==> src/rtl/soft_mute_ramp.sv <==
// Soft mute: linear per-sample gain ramp on a 32-bit signed stereo stream.
// Define SOFT_MUTE_ZC_EN to defer ramp starts to an in_L zero crossing (or timeout).
module soft_mute_ramp #(
    parameter int unsigned GAIN_W     = 8,
    parameter int unsigned RAMP_STEP  = 16,
    parameter int unsigned ZC_TIMEOUT = 64
) (
    input  logic        clk,
    input  logic        reset,
    input  logic        enable,
    input  logic        sample_valid,
    input  logic [31:0] in_L,
    input  logic [31:0] in_R,
    output logic [31:0] out_L,
    output logic [31:0] out_R,
    output logic        out_valid,
    output logic        muted,
    output logic        ramping
);

    localparam int unsigned PW = 32 + GAIN_W + 1;
    localparam logic [GAIN_W:0] FULL = {1'b1, {GAIN_W{1'b0}}};
    localparam logic [GAIN_W:0] STEP = (GAIN_W + 1)'(RAMP_STEP);

    typedef enum logic [1:0] {StUnmuted, StRampDown, StMuted, StRampUp} state_t;

    state_t          state_q, state_d;
    logic [GAIN_W:0] gain_q, gain_d;
    logic [GAIN_W:0] gain_down, gain_up;
    logic [31:0]     out_l_q, out_r_q;
    logic            out_valid_q;
    logic            pending, start_ok, move;
    logic [PW-1:0]   prod_l, prod_r;
    logic [31:0]     scaled_l, scaled_r;

`ifdef SOFT_MUTE_ZC_EN
    localparam int unsigned TO_W = $clog2(ZC_TIMEOUT + 1);
    logic            sign_q;
    logic [TO_W-1:0] wait_q, wait_next;
    logic            zc_hit;
`endif

    always_comb begin
        // Both operands widened to the full product width; gain is zero-extended.
        prod_l   = PW'($signed({{(GAIN_W + 1){in_L[31]}}, in_L}) * $signed({32'd0, gain_q}));
        prod_r   = PW'($signed({{(GAIN_W + 1){in_R[31]}}, in_R}) * $signed({32'd0, gain_q}));
        scaled_l = 32'($signed(prod_l) >>> GAIN_W);
        scaled_r = 32'($signed(prod_r) >>> GAIN_W);
    end

    always_comb begin
        pending = ((state_q == StUnmuted) && enable) || ((state_q == StMuted) && !enable);
`ifdef SOFT_MUTE_ZC_EN
        zc_hit    = in_L[31] ^ sign_q;
        wait_next = wait_q + 1'b1;
        start_ok  = zc_hit || (wait_next >= TO_W'(ZC_TIMEOUT));
`else
        start_ok = 1'b1;
`endif
        move = (state_q == StRampDown) || (state_q == StRampUp) || (pending && start_ok);

        gain_down = (gain_q < STEP) ? '0 : gain_q - STEP;
        gain_up   = (gain_q > FULL - STEP) ? FULL : gain_q + STEP;
        // Whenever the gain moves, enable alone picks the direction.
        gain_d    = enable ? gain_down : gain_up;

        if (gain_d == '0) begin
            state_d = StMuted;
        end else if (gain_d == FULL) begin
            state_d = StUnmuted;
        end else if (enable) begin
            state_d = StRampDown;
        end else begin
            state_d = StRampUp;
        end
    end

    always_ff @(posedge clk or posedge reset) begin
        if (reset) begin
            state_q     <= StMuted;
            gain_q      <= '0;
            out_l_q     <= '0;
            out_r_q     <= '0;
            out_valid_q <= 1'b0;
`ifdef SOFT_MUTE_ZC_EN
            sign_q      <= 1'b0;
            wait_q      <= '0;
`endif
        end else begin
            out_valid_q <= sample_valid;
            if (sample_valid) begin
                out_l_q <= scaled_l;
                out_r_q <= scaled_r;
                if (move) begin
                    state_q <= state_d;
                    gain_q  <= gain_d;
                end
`ifdef SOFT_MUTE_ZC_EN
                sign_q <= in_L[31];
                wait_q <= (pending && !start_ok) ? wait_next : '0;
`endif
            end
        end
    end

    assign out_L     = out_l_q;
    assign out_R     = out_r_q;
    assign out_valid = out_valid_q;
    assign muted     = (state_q == StMuted);
    assign ramping   = (state_q == StRampDown) || (state_q == StRampUp);

endmodule

==> config.mk <==
export PLATFORM = sky130hd
export DESIGN_NAME = soft_mute_ramp
export DESIGN_NICKNAME = d
export VERILOG_FILES = /design/src/rtl/soft_mute_ramp.sv
export SDC_FILE = /design/constraint.sdc
export NUM_CORES = 2
export LEC_CHECK = 0
export CORE_ASPECT_RATIO = 0.9
export CORE_MARGIN = 2
export CORE_UTILIZATION = 60
export DETAILED_ROUTE_END_ITERATION = 8
export DONT_BUFFER_PORTS = 1
export GPL_ROUTABILITY_DRIVEN = 0
export PLACE_DENSITY = 0.78
export SLEW_MARGIN = 20
export SYNTH_ARGS = -nofsm -noshare
export SYNTH_HDL_FRONTEND = slang
export SYNTH_SLANG_ARGS = --single-unit
==> constraint.sdc <==
create_clock -name clk -period 6.4 [get_ports clk]
set_input_delay 0.96 -clock clk [delete_from_list [all_inputs] [get_ports clk]]
set_output_delay 0.96 -clock clk [all_outputs]
set_load 0.02 [all_outputs]
==> results.toml <==
[worst_setup_path]
cpPeakStageDelay_ns = 0.60
r2r.worst_path.cells = 19
worst_path_most_repeated_cell = "fa_1"
reg2reg_to = "out_L[26]"
cp-start-kind = "register"
slowest_stage = "dfrtp_4"
timing.rr.start = "gain_q[3]"
worstSetupPathType = "register to register"
cp_max_fo = 18
cp-end-kind = "register"
crit_path_cell_trace = "buf_4, nand2_1, fa_1, inv_1, fa_1, inv_1, fa_1, inv_1, fa_1, fa_1, ha_1, a21o_1, a31o_2, a21oi_1, o21ai_2, a311oi_2, o21bai_1, xor2_1, mux2_2"
cp.arrival_ns = 6.41
ff2ff_setup_slack_ns = 0.25
cp_data_required_time_ns = 6.65

[floorplan]
die_area_um2 = 37250
die_x_um = 203.2
core_region_area_um2 = 35130
io_pins = 135
num_rows = 65
die_h_um = 183.3
start_util = 0.6099

[clock_network]
cts.reportedPaths.clkPinSlew_ns = 0.07
htreeDepth = 3
cts.path.max_buffers = 2
tritoncts = "done"
clock_latency_ns = 0.38
cts_root_buf = "clkbuf_16"
cts.sinks = 76
cts_inserted_buffers = 9

[layout]
syn2layout_area_growth_pct = 3.760
final_common_cell = "inv_1"
final_cell_mix = "inv_1 (469), fa_1 (452), nand2_1 (341), and2_1 (283), ha_1 (166)"
drive_gt1_frac = 0.05843
fillCellCount = 2839
seq_area_um2 = 1917
design_area_um2 = 22240
nets = 2940
multiInputGateArea_um2 = 17330

[synth]
yosys.area.top_type = "fa_1"
synthCells = 2323
synth_fp_nets = 3009
ys_top_cells_by_area = "fa_1 (42%), ha_1 (9.7%), dfrtp_1 (8.8%)"
synth.distinct_cells = 77
synth_top_area_frac = 0.4223
syn-cell-area_um2 = 21430
synth-edff-count = 0
synthFlopType = "dfrtp_1"
synth_area_per_cell_um2 = 9.225
synth_seq_cells = 76
yosys_warnings = 0
synthArstFlopShare = 1.000
yosysSeqAreaShare = 0.08881

[route]
ant_nets = 0
drcViolationCount = 0
vias = 15480
drt_iter0_markers = 1048
routedWlPerCell_um = 18.69
vias_per_cell = 5.672
wirelength_mm = 51.01
firstDrtPassIters = 6

[sta]
setup_tns_ns = 0
max_freq_ghz = 0.1625
grt_setup_unrepaired = "false"
finalMaxSlewViolations = 0
timing.final.crit_period_ns = 6.154
finClkSkew_ns = 0.01169
relSlewSlack = 0.3264
fin_crit_sh = 0.9616
holdWs_ns = 0.5007
finalSetupViolations = 0
worstMarginPinSlew_ns = 1.010
hold_viol = 0

[hold_path]
hp-class = "register to register"
min_from = "state_q[1]"
worst_hold_path.endpoint = "state_q[1]"
holdPathStages = 2

[global_routing]
antenna_found_initial = 1
track_usage = 0.3009
grt_start_max_net_pins = 74
grt_overflow = 0
grt_pass1_vias = 17550
grt_pass1_wl_mm = 87.43

[status]
status = "finished clean"

[placed_design]
dp_hpwl_mm = 40.35
port_buffers = 0
post_dp_cell_area_um2 = 21930

[power]
power_density_nw_per_um2 = 508.6
ir_drop_uv = 339.4
p_leak_uw = 0.01164
power_uw = 11310

[job]
maxCapViolations = 0
-- per-stage QoR --
step / setup slack [ns] / util / std cells
global placement: 0.3514 / 0.6241 / 2712
floorplan: 0.5502 / - / 2323
detailed placement: 0.2705 / 0.6241 / 2712
CTS: 0.2317 / 0.6326 / 2728
finish: 0.2457 / 0.6329 / 2729
global route: 0.01696 / 0.6328 / 2728
-- synthesized netlist by cell type (all sizes together) (4+ instances only) --
master	instances
inv	471
fa	452
nand2	342
and2	283
ha	166
clkbuf	90
dfrtp	75
a21oi	56
mux2	50
o21ai	42
xnor2	42
xor2	27
buf	22
nor2	22
a21o	18
nand3	16
nand4	12
nor3	12
nor2b	11
o21bai	9
a31o	7
a31oi	7
or3	7
a211oi	6
o211ai	6
o31ai	6
a311oi	5
o21a	5
a211o	4
o221ai	4
-- critical path: cells and delay by family, from the launching register on --
family | cells | cell delay [ns]
AOI/OAI and AO/OA | 6 | 1.61
muxes | 1 | 0.26
DFF | 1 | 0.60
and+or+nand+nor | 1 | 0.11
adders and majority gates | 6 | 2.77
xor gates and xnor gates | 1 | 0.15
buffers and inverters | 4 | 0.50
-- where the power goes --
part / switching, uW / internal [uW]
Sequential: 552 / 751
Combinational: 5290 / 4160
Clock: 237 / 325
Total: 6080 / 5230
-- state kept, by name, summed over array words and instances (netlist names) --
register	flops
out_valid	1
out_R	32
out_L	32
gain_q	9
state_q	2
-- cell families (layout without fill, tap and decap cells) --
kind of cell | count (synthesis) | count (layout) | synth area share
flops | 76 | 76 | 0.08881
simple gates | 726 | 726 | 0.1703
compound gates | 200 | 200 | 0.06423
xor+xnor | 69 | 69 | 0.02820
buf+inv | 583 | 519 | 0.1026
mux | 51 | 51 | 0.02674
other cells | 0 | 1 | 0
fa+ha+maj | 618 | 618 | 0.5192
-- how the worst max path moves through the flow --
stage / end / start
floorplan: out_L[21] / in_L[21]
global placement: out_L[26] / gain_q[3]
detailed placement: out_L[26] / gain_q[3]
CTS: out_L[26] / gain_q[3]
global route: out_R[26] / gain_q[4]
finish: out_L[26] / gain_q[3]
-- final cells by class --
cell class                      count  area share
Timing Repair Buffer               32     0.01474
Clock buffer                       15     0.01204
Tap cell                          469     0.02639
Antenna cell                        1   0.0001125
Clock inverter                      1    0.001351
Multi-Input combinational cell   1664      0.7796
Inverter                          471     0.07957
Sequential cell                    76     0.08621
-- routing by layer --
layer,vias to the layer above,wire length (um),global-route usage,part of all wire
met5,-,0,0,0
met4,0,1558,0.1080,0.031
met3,110,4264,0.07392,0.084
met2,577,24880,0.5077,0.49
met1,7882,20310,0.3788,0.40
li1,6909,-,-,-
-- timing repair --
| action | in CTS | in global routing |
|---|---|---|
| resized for setup | 0 | 2 |
| endpoints found under the setup margin | 0 | 5 |
| hold buffers | 0 | 0 |
| setup buffers | 0 | 0 |
No activity file was read; power rests on OpenSTA's default activity.
